**src/rtl/cla_mp_sequencer.sv**
```systemverilog
// Multi-precision add/subtract sequencer: one 16-bit carry-lookahead adder reused
// over WORDS cycles, least-significant slice first, with the carry registered between slices.

module CLA16bits (
    input  logic [15:0] a_i,
    input  logic [15:0] b_i,
    input  logic        cin_i,
    output logic [15:0] sum_o,
    output logic [16:0] carry_o
);
    logic [15:0] g;
    logic [15:0] p;
    logic [3:0]  grp_g;
    logic [3:0]  grp_p;
    logic [4:0]  grp_c;

    assign g = a_i & b_i;
    assign p = a_i ^ b_i;

    // Two-level lookahead: 4-bit groups, then a lookahead unit across the groups.
    genvar gi;
    generate
        for (gi = 0; gi < 4; gi++) begin : g_grp
            localparam int B = 4 * gi;
            assign grp_g[gi] = g[B+3]
                             | (p[B+3] & g[B+2])
                             | (p[B+3] & p[B+2] & g[B+1])
                             | (p[B+3] & p[B+2] & p[B+1] & g[B]);
            assign grp_p[gi] = &p[B +: 4];

            assign carry_o[B]   = grp_c[gi];
            assign carry_o[B+1] = g[B] | (p[B] & grp_c[gi]);
            assign carry_o[B+2] = g[B+1]
                                | (p[B+1] & g[B])
                                | (p[B+1] & p[B] & grp_c[gi]);
            assign carry_o[B+3] = g[B+2]
                                | (p[B+2] & g[B+1])
                                | (p[B+2] & p[B+1] & g[B])
                                | (p[B+2] & p[B+1] & p[B] & grp_c[gi]);
        end
    endgenerate

    assign grp_c[0] = cin_i;
    assign grp_c[1] = grp_g[0] | (grp_p[0] & cin_i);
    assign grp_c[2] = grp_g[1]
                    | (grp_p[1] & grp_g[0])
                    | (grp_p[1] & grp_p[0] & cin_i);
    assign grp_c[3] = grp_g[2]
                    | (grp_p[2] & grp_g[1])
                    | (grp_p[2] & grp_p[1] & grp_g[0])
                    | (grp_p[2] & grp_p[1] & grp_p[0] & cin_i);
    assign grp_c[4] = grp_g[3]
                    | (grp_p[3] & grp_g[2])
                    | (grp_p[3] & grp_p[2] & grp_g[1])
                    | (grp_p[3] & grp_p[2] & grp_p[1] & grp_g[0])
                    | (grp_p[3] & grp_p[2] & grp_p[1] & grp_p[0] & cin_i);

    assign carry_o[16] = grp_c[4];
    assign sum_o       = p ^ carry_o[15:0];
endmodule

module cla_mp_sequencer #(
    parameter int WORDS = 4
) (
    input  logic                  clk_i,
    input  logic                  rst_i,
    input  logic                  start_i,
    input  logic                  sub_i,
    input  logic [16*WORDS-1:0]   a_i,
    input  logic [16*WORDS-1:0]   b_i,
    output logic                  busy_o,
    output logic                  done_o,
    output logic [16*WORDS-1:0]   result_o,
    output logic                  cout_o,
    output logic                  ovf_o
);
    localparam int IW = (WORDS > 1) ? $clog2(WORDS) : 1;

    typedef enum logic [1:0] {
        IDLE = 2'd0,
        RUN  = 2'd1,
        DONE = 2'd2
    } state_t;

    state_t                    state_q, state_d;
    logic [IW-1:0]             idx_q, idx_d;
    logic [WORDS-1:0][15:0]    a_q, a_d;
    logic [WORDS-1:0][15:0]    b_q, b_d;
    logic [WORDS-1:0][15:0]    res_q, res_d;
    logic                      sub_q, sub_d;
    logic                      carry_q, carry_d;
    logic                      cout_q, cout_d;
    logic                      ovf_q, ovf_d;

    logic [15:0]               add_a;
    logic [15:0]               add_b;
    logic [15:0]               add_sum;
    logic [16:0]               add_carry;

    assign add_a = a_q[idx_q];
    assign add_b = b_q[idx_q] ^ {16{sub_q}};

    CLA16bits u_cla (
        .a_i     (add_a),
        .b_i     (add_b),
        .cin_i   (carry_q),
        .sum_o   (add_sum),
        .carry_o (add_carry)
    );

    always_ff @(posedge clk_i) begin
        if (rst_i) begin
            state_q <= IDLE;
            idx_q   <= '0;
            a_q     <= '0;
            b_q     <= '0;
            res_q   <= '0;
            sub_q   <= 1'b0;
            carry_q <= 1'b0;
            cout_q  <= 1'b0;
            ovf_q   <= 1'b0;
        end else begin
            state_q <= state_d;
            idx_q   <= idx_d;
            a_q     <= a_d;
            b_q     <= b_d;
            res_q   <= res_d;
            sub_q   <= sub_d;
            carry_q <= carry_d;
            cout_q  <= cout_d;
            ovf_q   <= ovf_d;
        end
    end

    always_comb begin
        state_d = state_q;
        idx_d   = idx_q;
        a_d     = a_q;
        b_d     = b_q;
        res_d   = res_q;
        sub_d   = sub_q;
        carry_d = carry_q;
        cout_d  = cout_q;
        ovf_d   = ovf_q;
        case (state_q)
            IDLE: begin
                if (start_i) begin
                    a_d     = a_i;
                    b_d     = b_i;
                    sub_d   = sub_i;
                    idx_d   = '0;
                    res_d   = '0;
                    cout_d  = 1'b0;
                    ovf_d   = 1'b0;
                    // Subtract is A + ~B + 1: the +1 enters as the first carry-in.
                    carry_d = sub_i;
                    state_d = RUN;
                end
            end
            RUN: begin
                res_d[idx_q] = add_sum;
                carry_d      = add_carry[16];
                idx_d        = idx_q + 1'b1;
                if (idx_q == IW'(WORDS - 1)) begin
                    idx_d   = '0;
                    cout_d  = add_carry[16];
                    ovf_d   = add_carry[16] ^ add_carry[15];
                    state_d = DONE;
                end
            end
            DONE: begin
                state_d = IDLE;
            end
            default: begin
                state_d = IDLE;
            end
        endcase
    end

    assign busy_o   = (state_q != IDLE);
    assign done_o   = (state_q == DONE);
    assign result_o = res_q;
    assign cout_o   = cout_q;
    assign ovf_o    = ovf_q;
endmodule

```
**config.mk**
```make
export PLATFORM = sky130hd
export DESIGN_NAME = cla_mp_sequencer
export DESIGN_NICKNAME = d
export VERILOG_FILES = /design/src/rtl/cla_mp_sequencer.sv
export SDC_FILE = /design/constraint.sdc
export NUM_CORES = 1
export LEC_CHECK = 0
export CAP_MARGIN = 20
export CELL_PAD_IN_SITES_DETAIL_PLACEMENT = 1
export CELL_PAD_IN_SITES_GLOBAL_PLACEMENT = 1
export CORE_AREA = 4 4 139 195
export DETAILED_ROUTE_END_ITERATION = 12
export DIE_AREA = 0 0 143 199
export PLACE_DENSITY = 0.79
export SKIP_LAST_GASP = 1
export SYNTH_ARGS = -nofsm -noshare
export SYNTH_HDL_FRONTEND = slang
export SYNTH_SLANG_ARGS = --single-unit
```
**constraint.sdc**
```tcl
create_clock -name clk_i -period 3.9 [get_ports clk_i]
set_input_delay 1.17 -clock clk_i [delete_from_list [all_inputs] [get_ports clk_i]]
set_output_delay 1.17 -clock clk_i [all_outputs]
set_load 0.01 [all_outputs]
```
Word level (Yosys, flattened, before mapping)
Cells that the tools add are included.
{"block": "word_totals", "in_bits": 132, "mem_bits_rw": 0, "mem_bits_ro": 0, "memories": 0, "reg_bits": 200, "latch_bits": 0, "out_inout_bits": 68, "wordCells": 183}
{"block": "classes", "shift": 0, "bitwise": 123, "add_sub_neg": 1, "muxes": 22, "n_lt_le_gt_ge": 2, "n_mul": 0, "div": 0, "eq_ne": 5, "reduce_logical": 12}
{"cell": "$pmux W64 S2", "n": 1}
{"cell": "$and A1 B1 Y1", "n": 72}
{"cell": "$bmux W16 S2", "n": 2}
{"cell": "$bwmux W64", "n": 1}
{"cell": "$mux W64", "n": 1}
{"cell": "$mux W16", "n": 3}
{"cell": "$xor A16 B16 Y16", "n": 3}
{"cell": "$or A1 B1 Y1", "n": 46}
{"cell": "$demux W16 S2", "n": 1}
{"cell": "$and A16 B16 Y16", "n": 1}
{"cell": "$reduce_and A4 Y1", "n": 4}
{"cell": "$mux W2", "n": 4}
{"cell": "$pmux W2 S2", "n": 2}
{"cell": "$pmux W1 S2", "n": 3}
{"cell": "$reduce_and A2 Y1", "n": 3}
{"cell": "$eq A2 B2 Y1 const B", "n": 2}
{"cell": "$mux W1", "n": 4}
{"cell": "$ne A2 B2 Y1 const B", "n": 2}
{"cell": "$reduce_bool A2 Y1", "n": 2}
{"cell": "$lt A2 B3 Y1 const B", "n": 1}
{"cell": "$reduce_and A3 Y1", "n": 1}
{"cell": "$add A2 B1 Y2 const B", "n": 1}
{"cell": "$eq A2 B1 Y1 const B", "n": 1}
{"cell": "$ge A2 B1 Y1 const B", "n": 1}
{"cell": "other kinds (3)", "n": 3}

Depth between registers and ports, before layout
Gate-level depths: netlist (run 1).
{"block": "logic_depth", "depth_word": 17, "depth_mapped": 14, "mapped_depth_nobuf": 12}

Modules after synthesis
Synthesis (run 1) repeated with hierarchy kept, for this count alone.
{"block": "unflattened", "hier_cells": 999, "hier_area_um2": 8897.3}
{"module": "cla_mp_sequencer", "instances": 1, "area_per_inst_um2": 8195.4, "cells_per_inst": 913}
{"module": "CLA16bits", "instances": 1, "area_per_inst_um2": 701.9, "cells_per_inst": 86}

Worst setup path after synthesis (run 1)
Ideal clock, no wire load.
{"block": "synth_timing", "kind": "register -> register", "from": "register idx_q[0]", "to": "register res_q, in the netlist result_o[13]", "path_stages_with_launch": 15, "slack_ns": 0.069, "arrival_ns": 3.766, "cell_sequence": "dfxtp_1 > buf_2 > buf_2 > buf_2 > mux4_2 > ha_1 > nand2_2 > nor3_4 > nand3_1 > a31oi_1 > nor2_1 > fa_1 > xnor2_1 > a22oi_1 > nor2_1"}
{"block": "synth_between", "elab_chain_cells": 17}
{"element": "start, declared", "line_no": "86", "rtl": "logic [IW-1:0] idx_q, idx_d;"}
{"element": "start signal, assigned", "line_no": "124", "rtl": "idx_q <= idx_d;"}
{"element": "$bmux W16 S2", "line_no": "101", "rtl": "assign add_b = b_q[idx_q] ^ {16{sub_q}};"}
{"element": "$mux W16 (not written as such)", "line_no": "101"}
{"element": "$xor A16 B16 Y16", "line_no": "101"}
{"element": "$xor A16 B16 Y16 / $and A16 B16 Y16 (equally long branches)", "line_no": "18, 17"}
{"element": "$and A1 B1 Y1, on equally long branches", "line_no": "26, 27, 28"}
{"element": "$or A1 B1 Y1, or another cell as far along", "line_no": "26", "rtl": "| (p[B+3] & g[B+2])"}
{"element": "$or A1 B1 Y1 / $and A1 B1 Y1 (equally long branches)", "line_no": "27, 28"}
{"element": "$or A1 B1 Y1", "line_no": "28", "rtl": "| (p[B+3] & p[B+2] & p[B+1] & g[B]);"}
{"element": "$and A1 B1 Y1", "line_no": "49", "rtl": "| (grp_p[2] & grp_g[1])"}
{"element": "$or A1 B1 Y1", "line_no": "49"}
{"element": "$or A1 B1 Y1", "line_no": "50", "rtl": "| (grp_p[2] & grp_p[1] & grp_g[0])"}
{"element": "$or A1 B1 Y1", "line_no": "51", "rtl": "| (grp_p[2] & grp_p[1] & grp_p[0] & cin_i);"}
{"element": "$and A1 B1 Y1", "line_no": "32", "rtl": "assign carry_o[B+1] = g[B] | (p[B] & grp_c[gi]);"}
{"element": "$or A1 B1 Y1", "line_no": "32"}
{"element": "$xor A16 B16 Y16", "line_no": "59", "rtl": "assign sum_o = p ^ carry_o[15:0];"}
{"element": "$bwmux W64 *", "line_no": "161", "rtl": "res_d[idx_q] = add_sum;"}
{"element": "$pmux W64 S2 *", "line_no": "145", "rtl": "case (state_q)"}
{"element": "end signal, assigned", "line_no": "127", "rtl": "res_q <= res_d;"}
{"element": "end, declared", "line_no": "89", "rtl": "logic [WORDS-1:0][15:0] res_q, res_d;"}
Every way passes the cells marked *; elsewhere a longest branch is shown, timed or not. The select of a mux whose other input is x is not followed.
A chain may end at the register's enable or synchronous reset.

Worst setup path after layout (run 1)
{"block": "layout_timing", "from": "register idx_q[0]", "to": "register res_q, in the netlist result_o[44]"}
{"block": "layout_between", "elab_chain_cells": 15}
{"element": "$bmux W16 S2", "line_no": "101"}
{"element": "$mux W16 (not written as such)", "line_no": "101"}
{"element": "$xor A16 B16 Y16", "line_no": "101"}
{"element": "$xor A16 B16 Y16 / $and A16 B16 Y16 (equally long branches)", "line_no": "18, 17"}
{"element": "$and A1 B1 Y1, on equally long branches", "line_no": "26, 27, 28"}
{"element": "$or A1 B1 Y1, or another cell as far along", "line_no": "26"}
{"element": "$or A1 B1 Y1 / $and A1 B1 Y1 (equally long branches)", "line_no": "27, 28"}
{"element": "$or A1 B1 Y1", "line_no": "28"}
{"element": "$and A1 B1 Y1", "line_no": "49"}
{"element": "$or A1 B1 Y1", "line_no": "49"}
{"element": "$or A1 B1 Y1", "line_no": "50"}
{"element": "$or A1 B1 Y1", "line_no": "51"}
{"element": "$xor A16 B16 Y16", "line_no": "59"}
{"element": "$bwmux W64 *", "line_no": "161"}
{"element": "$pmux W64 S2 *", "line_no": "145"}
Marks and branches as above.

==> results of run 1 <==
[power by group through the flow]
| stage | registers (mW) | logic (mW) | clock network (mW) |
|---|---|---|---|
| 6_report | 2.22 | 0.825 | 1.86 |
| 5_1_grt | 2.23 | 0.902 | 1.98 |
| 2_1_floorplan | 2.23 | 0.470 | 0 |
| 3_3_place_gp | 2.26 | 0.805 | 0 |
| 3_5_place_dp | 2.26 | 0.824 | 0 |
| 4_1_cts | 2.22 | 0.829 | 1.90 |
[worst min path at each step]
stage                       from            to  slack, ns  cells past startpoint
floorplan                a_q[32]       a_q[32]       0.43                      2
global placement         a_q[15]       a_q[15]       0.44                      2
detailed placement       a_q[42]       a_q[42]       0.45                      2
CTS                 result_o[63]  result_o[63]       0.46                      2
global route             b_q[17]       b_q[17]       0.48                      2
finish              result_o[63]  result_o[63]       0.45                      2
[Yosys cell counts (2+ instances only)]
cell type	count	area, um^2
sky130_fd_sc_hd__fa_1	4	80.1
sky130_fd_sc_hd__nor4_1	6	37.5
sky130_fd_sc_hd__inv_1	9	33.8
sky130_fd_sc_hd__nand3_1	7	35.0
sky130_fd_sc_hd__mux4_2	32	721
sky130_fd_sc_hd__nand3b_1	12	90.1
sky130_fd_sc_hd__dfxtp_1	200	4000
sky130_fd_sc_hd__a21oi_1	145	726
sky130_fd_sc_hd__ha_1	20	250
sky130_fd_sc_hd__clkbuf_1	57	214
sky130_fd_sc_hd__o21ai_0	4	20.0
sky130_fd_sc_hd__buf_2	7	35.0
sky130_fd_sc_hd__nand2b_1	4	25.0
sky130_fd_sc_hd__nor2_1	57	214
sky130_fd_sc_hd__buf_1	6	22.5
sky130_fd_sc_hd__a221o_1	6	60.1
sky130_fd_sc_hd__o21ai_1	8	40.0
sky130_fd_sc_hd__nor2b_1	9	56.3
sky130_fd_sc_hd__a21o_1	2	15.0
sky130_fd_sc_hd__a22o_1	9	78.8
sky130_fd_sc_hd__a31oi_1	2	12.5
sky130_fd_sc_hd__o31ai_1	10	75.1
sky130_fd_sc_hd__a22oi_1	27	203
sky130_fd_sc_hd__nand2_1	276	1040
sky130_fd_sc_hd__xor2_1	21	184
sky130_fd_sc_hd__and2_1	4	25.0
sky130_fd_sc_hd__xnor2_1	6	52.6
sky130_fd_sc_hd__nand4_1	2	12.5
sky130_fd_sc_hd__inv_2	2	7.51
[metal layers]
| metal | up-vias | wire length (um) |
|---|---|---|
| met5 | - | 0 |
| met1 | 3605 | 11000 |
| met2 | 203 | 15600 |
| met3 | 53 | 1220 |
| li1 | 3641 | - |
| met4 | 0 | 1040 |
[placed cells by master (no fill, tap or decap), types with 4 or more instances in the layout]
cell and count:
sky130_fd_sc_hd__nand2_1 275, sky130_fd_sc_hd__dfxtp_1 198, sky130_fd_sc_hd__clkdlybuf4s50_1 198, sky130_fd_sc_hd__a21oi_1 145, sky130_fd_sc_hd__nor2_1 57, sky130_fd_sc_hd__mux4_2 32, sky130_fd_sc_hd__a22oi_1 27, sky130_fd_sc_hd__xor2_1 20
sky130_fd_sc_hd__ha_1 20, sky130_fd_sc_hd__clkbuf_16 17, sky130_fd_sc_hd__buf_4 16, sky130_fd_sc_hd__nand3b_1 12, sky130_fd_sc_hd__o31ai_1 10, sky130_fd_sc_hd__nor2b_1 9, sky130_fd_sc_hd__inv_1 9, sky130_fd_sc_hd__a22o_1 9
sky130_fd_sc_hd__o21ai_1 8, sky130_fd_sc_hd__nand3_1 7, sky130_fd_sc_hd__nor4_1 6, sky130_fd_sc_hd__a221o_1 6, sky130_fd_sc_hd__xnor2_1 5, sky130_fd_sc_hd__clkinvlp_4 5, sky130_fd_sc_hd__nand2b_1 4, sky130_fd_sc_hd__o21ai_0 4
sky130_fd_sc_hd__fa_1 4
[per-stage QoR]
stage	area (um^2)	hold slack (ns)	utilization, %
after floorplan	8530	0.433	-
after global placement	10800	0.439	42.9
after detailed placement	10800	0.447	42.9
after CTS	11500	0.457	45.3
after global routing	11500	0.477	45.4
final	11500	0.451	45.4
[cells by family (layout without fill, tap and decap cells)]
| group | Yosys count | after routing |
|---|---|---|
| buffers and inverters | 81 | 261 |
| flip-flops | 200 | 200 |
| XOR/XNOR | 27 | 27 |
| AND/OR/NAND/NOR | 383 | 383 |
| AO/OA/AOI/OAI | 222 | 222 |
| multiplexers | 33 | 33 |
| adder cells (fa/ha/maj) | 24 | 24 |
[cell type report]
class                           count  area share, %
Clock inverter                     15           1.66
Timing Repair Buffer              218           18.9
Sequential cell                   200           34.9
Clock buffer                       17           3.71
Inverter                           11          0.360
Multi-Input combinational cell    689           36.9
Tap cell                          319           3.48
[worst max-delay path, stage by stage (launching register included)]
cell,delay (ns)
sky130_fd_sc_hd__dfxtp_4,0.51
sky130_fd_sc_hd__mux4_2,0.56
sky130_fd_sc_hd__xor2_1,0.17
sky130_fd_sc_hd__ha_1,0.47
sky130_fd_sc_hd__nand2_2,0.12
sky130_fd_sc_hd__nor3_4,0.24
sky130_fd_sc_hd__nand3_1,0.13
sky130_fd_sc_hd__a31oi_1,0.24
sky130_fd_sc_hd__nor2_1,0.09
sky130_fd_sc_hd__fa_1,0.64
sky130_fd_sc_hd__nor2_1,0.08
sky130_fd_sc_hd__a21oi_1,0.14
sky130_fd_sc_hd__nor2_1,0.05
[what timing repair did]
action | 4_1_cts | 5_1_grt
hold endpoints to repair | 0 | 0
resized for setup | 0 | 3
setup endpoints to repair | 0 | 13
[registers in the layout, indices dropped and copies added (netlist names)]
name      count
a_q          64
idx_q         2
result_o     64
sub_q         1
cout_o        1
b_q          64
state_q       2
ovf_o         1
carry_q       1
==> impl_table.tex, run 1 <==
\begin{tabular}{lr}
\hline
Metric & Value \\
\hline
\multicolumn{2}{l}{\textbf{GRT}} \\
Largest net degree at the start of global routing & 134 \\
Met3 global-route usage & 3.13\% \\
Overall routing resource usage & 20.2\% \\
Busiest layer in global routing & met2 \\
Antenna violations before repair & 0 \\
Wire length of the first global-routing pass & 44300 um \\
Met1 demand-to-capacity share in global routing & 22.6\% \\
Global-route congestion overflow total & 0 \\
Vias in the first global route & 7968 \\
Met2 track utilization from global routing & 37.6\% \\
\multicolumn{2}{l}{\textbf{Synthesis}} \\
YS warnings & 0 \\
Adder and majority gate portion of the synthesized area & 3.87\% \\
Portion of netlist area occupied by mux cells & 8.57\% \\
Number of synthesized register bits & 200 \\
Number of synthesized flops with an enable pin & 0 \\
Distinct cell type count of the synthesized netlist & 45 \\
Main combinational cell family by area after synthesis & simple AND/OR/NAND/NOR gates \\
Parity-gate share of the synthesized area counting xor and xnor cells & 2.77\% \\
Post-Syn Instances & 970 \\
Leading register cell type out of synthesis & sky130\_fd\_sc\_hd\_\_dfxtp\_1 \\
Simple logic cell fraction of the synthesized area & 18.5\% \\
Cell area after synthesis & 8530 um\^{}2 \\
Fraction of the mapped netlist area in compound gates & 15.6\% \\
Async S/R FF share, synth & 0\% \\
Seq/Total Area, Yosys & 47.0\% \\
Post-synthesis average cell area & 8.79 um\^{}2 \\
Syn Nets & 1126 \\
\multicolumn{2}{l}{\textbf{Die}} \\
Placement row count & 69 \\
DIE AREA & 28500 um\^{}2 \\
Starting density of the core & 33.7\% \\
Horizontal extent of the die & 143 um \\
Die height & 199 um \\
Number of placed I/O pins & 200 \\
Total core area & 25300 um\^{}2 \\
\multicolumn{2}{l}{\textbf{STA}} \\
Final worst-path cycle share & 92.2\% \\
Max-slew violation count & 0 \\
Setup TNS & 0 ns \\
Period minus WS final & 3.60 ns \\
Normalized max-slew margin & 46.7\% \\
Setup clock skew after layout & 0.0107 ns \\
Maximum clock rate & 278 MHz \\
Hold Violations, Final & 0 \\
Endpoints failing setup & 0 \\
Tightest Pin Transition & 0.799 ns \\
Setup repair after global routing missed its margin & false \\
Final worst-path setup slack & 0.305 ns \\
\multicolumn{2}{l}{\textbf{Route}} \\
Routed WL & 28900 um \\
Avg WL per Cell & 19.7 um \\
Vias per std cell & 5.11 \\
Remaining routing DRC violations & 0 \\
Via count & 7502 \\
Violation count after the first detailed-routing iteration & 396 \\
Post-route ant nets & 0 \\
Iteration count of the initial detailed-routing pass & 4 \\
\multicolumn{2}{l}{\textbf{Pwr}} \\
Combinational share of power & 16.8\% \\
Share of power burned in registers & 45.2\% \\
Switching power share of the total & 27.9\% \\
Switch Pwr & 1.37 mW \\
Leakage power of the design & 4.30 nW \\
Proportion of power drawn by the clock network & 38.0\% \\
Internal power of the cells & 3.53 mW \\
Total power after layout & 4.90 mW \\
Max rail drop VDD & 0.321 mV \\
Power per cell area & 427 nW/um\^{}2 \\
\multicolumn{2}{l}{\textbf{Clocking}} \\
Clock insertion delay at the later pin of the skew report & 0.43 ns \\
H-tree depth & 4 \\
Post-CTS Setup Bufs & 0 \\
Maximum root-to-sink buffer count & 2 \\
TritonCTS clock tree & built \\
CTS Hold Buffers Added & 0 \\
Number of clock sinks & 200 \\
Clock-pin slew on the worst setup and hold paths & 0.08 ns \\
Buffer cell driving the clock tree root & sky130\_fd\_sc\_hd\_\_clkbuf\_16 \\
Cts bufs inserted & 17 \\
\multicolumn{2}{l}{\textbf{Placed design}} \\
Hpwl dp & 22100 um \\
Placed cell count & 1437 \\
Placer's final routability congestion estimate & 0.794 \\
Post-placement setup slack & 0.116 ns \\
Port-buffer cells & 199 \\
\multicolumn{2}{l}{\textbf{Final layout}} \\
Area of combinational cells with multiple inputs & 4230 um\^{}2 \\
Net count, final & 1293 \\
Cell Count, Final, Fillers Out & 1469 \\
Share of final-layout standard cells stronger than drive strength 1 & 8.61\% \\
Antenna diode count & 0 \\
Area growth from synthesis to layout & 34.6\% \\
Filler Cell Count & 2872 \\
Sequential cell area in the final layout & 4010 um\^{}2 \\
\multicolumn{2}{l}{\textbf{Worst setup path}} \\
Start point of the critical path & idx\_q[0] \\
Worst setup path endpoint & result\_o[44] \\
Critical path startpoint category & flip-flop \\
Signal arrival time at the worst endpoint & 3.89 ns \\
Critical path class & flip-flop to flip-flop \\
WP data required & 4.20 ns \\
Reg2reg end & result\_o[44] \\
R2r worst-path depth & 12 \\
R2R setup slack & 0.30 ns \\
Crit path max fanout & 14 \\
CP Capture Type & flip-flop \\
FF-to-FF Start & idx\_q[0] \\
\multicolumn{2}{l}{\textbf{Outcome}} \\
Outcome & completed \\
\multicolumn{2}{l}{\textbf{Run}} \\
Maxcap violations & 0 \\
\multicolumn{2}{l}{\textbf{Worst hold path}} \\
Hold Crit Class & flip-flop to flip-flop \\
\hline
\end{tabular}
No activity file was read; power rests on OpenSTA's default activity.
==> run 2: changes to the inputs <==
- GPL_ROUTABILITY_DRIVEN: unset -> 0
==> run 2 against run 1 <==
Total power down 4.0%. Via count up 0.60%. Global-route usage down 0.16 points. Largest cell class unchanged. Cell count unchanged.
==> impl_table.tex, run 2 (synthesis results as in run 1) <==
\begin{tabular}{lr}
\hline
Metric & Value \\
\hline
\multicolumn{2}{l}{\textbf{Route}} \\
Routed WL & 29000 um (was 28900 um) \\
Remaining routing DRC violations & 0 (unchanged) \\
Violation count after the first detailed-routing iteration & 411 (was 396) \\
Vias per std cell & 5.14 (was 5.11) \\
Avg WL per Cell & 19.7 um (about the same) \\
Post-route ant nets & 0 (unchanged) \\
Via count & 7547 (was 7502) \\
Iteration count of the initial detailed-routing pass & 5 (was 4) \\
\multicolumn{2}{l}{\textbf{Worst setup path}} \\
Cell type with the highest occurrence count on the critical path & sky130\_fd\_sc\_hd\_\_nor2\_1 (unchanged) \\
Critical path startpoint category & flip-flop (unchanged) \\
Crit-path cells & buf\_4 > mux4\_2 > ha\_1 > a211oi\_2 > o21ai\_1 > nand3\_1 > a31oi\_1 > nor2\_1 > fa\_1 > xnor2\_2 > a22oi\_1 > nor2\_1 (was mux4\_2 > xor2\_1 > ha\_1 > nand2\_2 > nor3\_4 > nand3\_1 > a31oi\_1 > nor2\_1 > fa\_1 > nor2\_1 > a21oi\_1 > nor2\_1) \\
R2r worst-path depth & 12 (unchanged) \\
WP data required & 4.20 ns (about the same) \\
CP Capture Type & flip-flop (unchanged) \\
Crit path max fanout & 11 (was 14) \\
Critical path's largest stage delay & 0.56 ns (was 0.64 ns) \\
Signal arrival time at the worst endpoint & 3.96 ns (was 3.89 ns) \\
Cell type of the slowest stage on the worst timing path & sky130\_fd\_sc\_hd\_\_mux4\_2 (was sky130\_fd\_sc\_hd\_\_fa\_1) \\
Critical path class & flip-flop to flip-flop (unchanged) \\
\multicolumn{2}{l}{\textbf{Pwr}} \\
Switching power share of the total & 28.8\% (was 27.9\%) \\
Internal power of the cells & 3.35 mW (was 3.53 mW) \\
Leakage power of the design & 4.26 nW (was 4.30 nW) \\
Share of power burned in registers & 47.0\% (was 45.2\%) \\
Power per cell area & 413 nW/um\^{}2 (was 427 nW/um\^{}2) \\
Max rail drop VDD & 0.321 mV (about the same) \\
Proportion of power drawn by the clock network & 35.2\% (was 38.0\%) \\
Switch Pwr & 1.36 mW (was 1.37 mW) \\
Total power after layout & 4.70 mW (was 4.90 mW) \\
Combinational share of power & 17.8\% (was 16.8\%) \\
\multicolumn{2}{l}{\textbf{Clocking}} \\
H-tree depth & 4 (unchanged) \\
Maximum root-to-sink buffer count & 2 (unchanged) \\
Buffer cell driving the clock tree root & sky130\_fd\_sc\_hd\_\_clkbuf\_16 (unchanged) \\
TritonCTS clock tree & built (unchanged) \\
Clock insertion delay at the later pin of the skew report & 0.44 ns (was 0.43 ns) \\
Cts bufs inserted & 17 (unchanged) \\
Clock-pin slew on the worst setup and hold paths & 0.07 ns (was 0.08 ns) \\
Post-CTS Setup Bufs & 0 (unchanged) \\
Number of clock sinks & 200 (unchanged) \\
\multicolumn{2}{l}{\textbf{STA}} \\
Max-slew violation count & 0 (unchanged) \\
Final worst-path cycle share & 94.0\% (was 92.2\%) \\
Hold Violations, Final & 0 (unchanged) \\
Tightest Pin Transition & 0.722 ns (was 0.799 ns) \\
Final worst-path setup slack & 0.234 ns (was 0.305 ns) \\
Endpoints failing setup & 0 (unchanged) \\
Maximum clock rate & 273 MHz (was 278 MHz) \\
Setup clock skew after layout & 0.0106 ns (was 0.0107 ns) \\
Setup TNS & 0 ns (unchanged) \\
Normalized max-slew margin & 51.7\% (was 46.7\%) \\
Fin Hold WS & 0.456 ns (was 0.451 ns) \\
Period minus WS final & 3.67 ns (was 3.60 ns) \\
\multicolumn{2}{l}{\textbf{Die}} \\
Number of placed I/O pins & 200 (unchanged) \\
DIE AREA & 28500 um\^{}2 (unchanged) \\
Horizontal extent of the die & 143 um (unchanged) \\
Total core area & 25300 um\^{}2 (unchanged) \\
Starting density of the core & 33.7\% (unchanged) \\
Die height & 199 um (unchanged) \\
Placement row count & 69 (unchanged) \\
\multicolumn{2}{l}{\textbf{GRT}} \\
Overall routing resource usage & 20.1\% (was 20.2\%) \\
Vias in the first global route & 7924 (was 7968) \\
Antenna violations before repair & 0 (unchanged) \\
Wire length of the first global-routing pass & 43900 um (was 44300 um) \\
Global-route congestion overflow total & 0 (unchanged) \\
Largest net degree at the start of global routing & 134 (unchanged) \\
\multicolumn{2}{l}{\textbf{Final layout}} \\
Area growth from synthesis to layout & 33.5\% (was 34.6\%) \\
Cell Count, Final, Fillers Out & 1469 (unchanged) \\
Most common cell after layout, fill and taps aside & sky130\_fd\_sc\_hd\_\_nand2\_1 (unchanged) \\
Area of combinational cells with multiple inputs & 4230 um\^{}2 (about the same) \\
Antenna diode count & 0 (unchanged) \\
Net count, final & 1293 (unchanged) \\
Share of final-layout standard cells stronger than drive strength 1 & 8.43\% (was 8.61\%) \\
Share of the core filled with cells in the final layout & 45.0\% (was 45.4\%) \\
Finished layout cell area & 11400 um\^{}2 (was 11500 um\^{}2) \\
Filler Cell Count & 2975 (was 2872) \\
Sequential cell area in the final layout & 4010 um\^{}2 (unchanged) \\
Most frequent cells in the layout & sky130\_fd\_sc\_hd\_\_nand2\_1, sky130\_fd\_sc\_hd\_\_dfxtp\_1, sky130\_fd\_sc\_hd\_\_clkdlybuf4s50\_1 (unchanged) \\
\multicolumn{2}{l}{\textbf{Placed design}} \\
Placement Cell Area & 10800 um\^{}2 (about the same) \\
Hpwl dp & 22000 um (was 22100 um) \\
Placed cell count & 1437 (unchanged) \\
Post-placement setup slack & 0.127 ns (was 0.116 ns) \\
Port-buffer cells & 199 (unchanged) \\
\multicolumn{2}{l}{\textbf{Worst hold path}} \\
Number of cells traversed by the worst hold path & 2 (unchanged) \\
Hold Crit Class & flip-flop to flip-flop (unchanged) \\
\multicolumn{2}{l}{\textbf{Outcome}} \\
Outcome & completed (unchanged) \\
\multicolumn{2}{l}{\textbf{Run}} \\
Maxcap violations & 0 (unchanged) \\
\hline
\end{tabular}
-- run 2: cell count changes in the layout (fill, tap and decap cells not counted), sizes merged --
cell	delta
inv	-2
clkinv	+2
bufinv	-3
clkbuf	+3
-- run 2: critical path, delay by kind of cell, from the launching register on --
kind / cells / cell delay (ns)
fa+ha+maj: 2 / 0.82
compound gates: 4 / 0.90
buf+inv: 1 / 0.24
mux: 1 / 0.56
flops: 1 / 0.47
simple gates: 3 / 0.33
xor+xnor: 1 / 0.19
-- run 2: path summary, 6_finish.rpt --
kind,startpoint,to,slack [ns]
hold / removal,b_q[29],b_q[29],0.46
hold reg to reg,b_q[29],b_q[29],0.46
setup reg to reg,idx_q[0],result_o[45],0.23
setup / recovery,idx_q[0],result_o[45],0.23
-- run 2: routing by layer --
layer | track usage [%] | part of all wire (%) | vias up
li1 | - | - | 3639
met1 | 22.3 | 38 | 3667
met2 | 38.3 | 55 | 201
met3 | 2.74 | 3.6 | 40
met4 | 7.50 | 3.1 | 0
met5 | 0 | 0 | -
-- run 2: power groups by stage --
stage | clock network, mW | registers [mW] | logic [mW]
6_report | 1.66 | 2.21 | 0.837
5_1_grt | 1.76 | 2.22 | 0.905
4_1_cts | 1.68 | 2.21 | 0.836
3_5_place_dp | 0 | 2.26 | 0.828
3_3_place_gp | 0 | 2.25 | 0.808
2_1_floorplan | 0 | 2.23 | 0.470
-- run 2: cell type report --
cell class | instances | area share (%)
timing repair buffer | 218 | 19.0
clock inverter | 12 | 0.836
inverter | 11 | 0.363
sequential | 200 | 35.2
tap | 319 | 3.51
clock buffer | 20 | 3.92
multi-input combinational | 689 | 37.2
-- run 2: timing repair --
| item | in CTS | in global routing |
|---|---|---|
| setup endpoints to repair | 0 | 9 |
| hold buffers | 0 | 0 |
| gates resized for setup | 0 | 3 |
==> run 3: changes to the inputs <==
- CORE_AREA: 4 4 139 195 -> 5 5 140 196
- DIE_AREA: 0 0 143 199 -> 0 0 145 201
- SETUP_SLACK_MARGIN: unset -> 0.3
==> run 3 against run 2 <==
Fmax up 5.5%. Utilization up 0.28 points. Sequential share of layout area down 0.70 points. Die area up 2.4%. Sequential cell count unchanged. First-iteration DRC count up 21%. Wire length up 3.4%. Global-route usage down 0.26 points. Worst hold slack worse by 0.0062 ns. Clock skew up 0.0015 ns. Sequential power about the same. Setup slack better by 0.19 ns. Critical path type unchanged.
==> impl_table.tex, run 3 (synthesis results as in run 1) <==
\begin{tabular}{lr}
\hline
Metric & Value \\
\hline
\multicolumn{2}{l}{\textbf{Worst hold path}} \\
Hold path startpoint & result\_o[63] (was b\_q[29]) \\
Hold Crit Class & flip-flop to flip-flop (unchanged) \\
WHS Endpoint & result\_o[63] (was b\_q[29]) \\
Number of cells traversed by the worst hold path & 2 (unchanged) \\
\multicolumn{2}{l}{\textbf{GRT}} \\
Met3 global-route usage & 3.70\% (was 2.74\%) \\
Met1 demand-to-capacity share in global routing & 21.5\% (was 22.3\%) \\
Met2 track utilization from global routing & 36.6\% (was 38.3\%) \\
Antenna violations before repair & 2 (was 0) \\
Largest net degree at the start of global routing & 106 (was 134) \\
Wire length of the first global-routing pass & 45300 um (was 43900 um) \\
Busiest layer in global routing & met2 (unchanged) \\
Overall routing resource usage & 19.8\% (was 20.1\%) \\
Global-route congestion overflow total & 0 (unchanged) \\
Vias in the first global route & 8088 (was 7924) \\
\multicolumn{2}{l}{\textbf{Die}} \\
Total core area & 25700 um\^{}2 (was 25300 um\^{}2) \\
DIE AREA & 29100 um\^{}2 (was 28500 um\^{}2) \\
Placement row count & 70 (was 69) \\
Horizontal extent of the die & 145 um (was 143 um) \\
Starting density of the core & 33.2\% (was 33.7\%) \\
Die height & 201 um (was 199 um) \\
Number of placed I/O pins & 200 (unchanged) \\
\multicolumn{2}{l}{\textbf{STA}} \\
Setup clock skew after layout & 0.0121 ns (was 0.0106 ns) \\
Setup repair after global routing missed its margin & false \\
Max-slew violation count & 0 (unchanged) \\
Setup TNS & 0 ns (unchanged) \\
Hold Violations, Final & 0 (unchanged) \\
Tightest Pin Transition & 0.791 ns (was 0.722 ns) \\
Normalized max-slew margin & 47.3\% (was 51.7\%) \\
Endpoints failing setup & 0 (unchanged) \\
Maximum clock rate & 288 MHz (was 273 MHz) \\
Final worst-path cycle share & 89.1\% (was 94.0\%) \\
Period minus WS final & 3.48 ns (was 3.67 ns) \\
\multicolumn{2}{l}{\textbf{Worst setup path}} \\
Crit path max fanout & 11 (unchanged) \\
Signal arrival time at the worst endpoint & 3.84 ns (was 3.96 ns) \\
R2R setup slack & 0.42 ns (was 0.23 ns) \\
WP data required & 4.27 ns (was 4.20 ns) \\
CP Capture Type & flip-flop (unchanged) \\
Critical path startpoint category & flip-flop (unchanged) \\
FF-to-FF Start & idx\_q[0] (unchanged) \\
Reg2reg end & result\_o[40] (was result\_o[45]) \\
Critical path class & flip-flop to flip-flop (unchanged) \\
R2r worst-path depth & 11 (was 12) \\
\multicolumn{2}{l}{\textbf{Clocking}} \\
Clock insertion delay at the later pin of the skew report & 0.44 ns (about the same) \\
Number of clock sinks & 200 (unchanged) \\
H-tree depth & 4 (unchanged) \\
TritonCTS clock tree & built (unchanged) \\
Maximum root-to-sink buffer count & 2 (unchanged) \\
Cts bufs inserted & 17 (unchanged) \\
Buffer cell driving the clock tree root & sky130\_fd\_sc\_hd\_\_clkbuf\_16 (unchanged) \\
Clock-pin slew on the worst setup and hold paths & 0.08 ns (was 0.07 ns) \\
\multicolumn{2}{l}{\textbf{Route}} \\
Avg WL per Cell & 20.3 um (was 19.7 um) \\
Post-route ant nets & 0 (unchanged) \\
Iteration count of the initial detailed-routing pass & 5 (unchanged) \\
Routed WL & 30000 um (was 29000 um) \\
Via count & 7678 (was 7547) \\
Remaining routing DRC violations & 0 (unchanged) \\
Vias per std cell & 5.19 (was 5.14) \\
Violation count after the first detailed-routing iteration & 499 (was 411) \\
\multicolumn{2}{l}{\textbf{Final layout}} \\
Most frequent cells in the layout & sky130\_fd\_sc\_hd\_\_nand2\_1, sky130\_fd\_sc\_hd\_\_dfxtp\_1, sky130\_fd\_sc\_hd\_\_clkdlybuf4s50\_1 (unchanged) \\
Net count, final & 1296 (was 1293) \\
Most common cell after layout, fill and taps aside & sky130\_fd\_sc\_hd\_\_nand2\_1 (unchanged) \\
Area growth from synthesis to layout & 36.3\% (was 33.5\%) \\
Share of final-layout standard cells stronger than drive strength 1 & 9.71\% (was 8.43\%) \\
\multicolumn{2}{l}{\textbf{Pwr}} \\
Power per cell area & 421 nW/um\^{}2 (was 413 nW/um\^{}2) \\
Total power after layout & 4.89 mW (was 4.70 mW) \\
Max rail drop VDD & 0.326 mV (was 0.321 mV) \\
Leakage power of the design & 4.33 nW (was 4.26 nW) \\
\multicolumn{2}{l}{\textbf{Outcome}} \\
Outcome & completed (unchanged) \\
\multicolumn{2}{l}{\textbf{Placed design}} \\
Port-buffer cells & 199 (unchanged) \\
Hpwl dp & 22300 um (was 22000 um) \\
\multicolumn{2}{l}{\textbf{Run}} \\
Maxcap violations & 0 (unchanged) \\
\hline
\end{tabular}
## run 3: changes by cell type in the layout (fill, tap and decap cells not counted), sizes merged
cell      change
bufinv        +2
buf           +2
clkinvlp      -4
bufbuf        +1
clkinv        +2
diode         +2
## run 3: metrics by stage
step | utilization [%] | cells | setup slack [ns] | hold slack [ns] | instance area [um^2]
floorplan | - | 970 | 0.308 | 0.433 | 8540
global placement | 42.1 | 1437 | 0.337 | 0.438 | 10800
detailed placement | 42.1 | 1437 | 0.140 | 0.446 | 10800
CTS | 44.6 | 1470 | 0.248 | 0.454 | 11400
global route | 45.3 | 1479 | 0.305 | 0.476 | 11600
finish | 45.3 | 1479 | 0.425 | 0.450 | 11600
## run 3: what timing repair did
action                     in CTS  in global routing
resized for setup               3                 19
hold buffers                    0                  0
setup buffers                   0                  7
gates cloned                    1                  0
pin swaps                       0                  8
setup endpoints to repair      14                 26
## run 3: power breakdown
group	switching [mW]	internal, mW	total [mW]
Combinational	0.486	0.393	0.879
Clock	0.819	0.973	1.79
Sequential	0.0749	2.14	2.22
## run 3: worst max path at each step
| stage | start | endpoint | slack [ns] | cells past startpoint |
|---|---|---|---|---|
| after floorplan | idx_q[0] | result_o[13] | 0.31 | 14 |
| final | idx_q[0] | result_o[40] | 0.42 | 11 |
| after global placement | idx_q[0] | result_o[13] | 0.34 | 13 |
| after detailed placement | idx_q[0] | result_o[13] | 0.14 | 13 |
| after CTS | idx_q[0] | result_o[13] | 0.25 | 13 |
| after global routing | idx_q[0] | result_o[9] | 0.30 | 12 |
## run 3: layer usage
| metal | vias up | part of all wire (%) | wire, um |
|---|---|---|---|
| met3 | 55 | 3.9 | 1180 |
| li1 | 3650 | - | - |
| met1 | 3757 | 38 | 11300 |
| met4 | 0 | 4.0 | 1200 |
| met5 | - | 0 | 0 |
| met2 | 216 | 54 | 16300 |
## run 3: worst max-delay path, cell delays in order, from the launching register on
cell and delay [ns]:
sky130_fd_sc_hd__dfxtp_4 0.40, sky130_fd_sc_hd__buf_12 0.15, sky130_fd_sc_hd__mux4_2 0.53, sky130_fd_sc_hd__xor2_2 0.18, sky130_fd_sc_hd__ha_1 0.36, sky130_fd_sc_hd__a211oi_2 0.28, sky130_fd_sc_hd__o21ai_2 0.14, sky130_fd_sc_hd__a21oi_1 0.23
sky130_fd_sc_hd__inv_1 0.10, sky130_fd_sc_hd__fa_1 0.72, sky130_fd_sc_hd__a22oi_1 0.15, sky130_fd_sc_hd__nor2_1 0.15
## run 3: area by class of cell
cell class	instances	area, um^2
flip-flops and latches	200	4010
repair buffers	221	2230
diodes	2	5.00
well taps	324	405
clock inverters	12	143
clock buffers	20	447
multi-input cells	689	4340
fillers	2966	14000
inverters	11	41.3
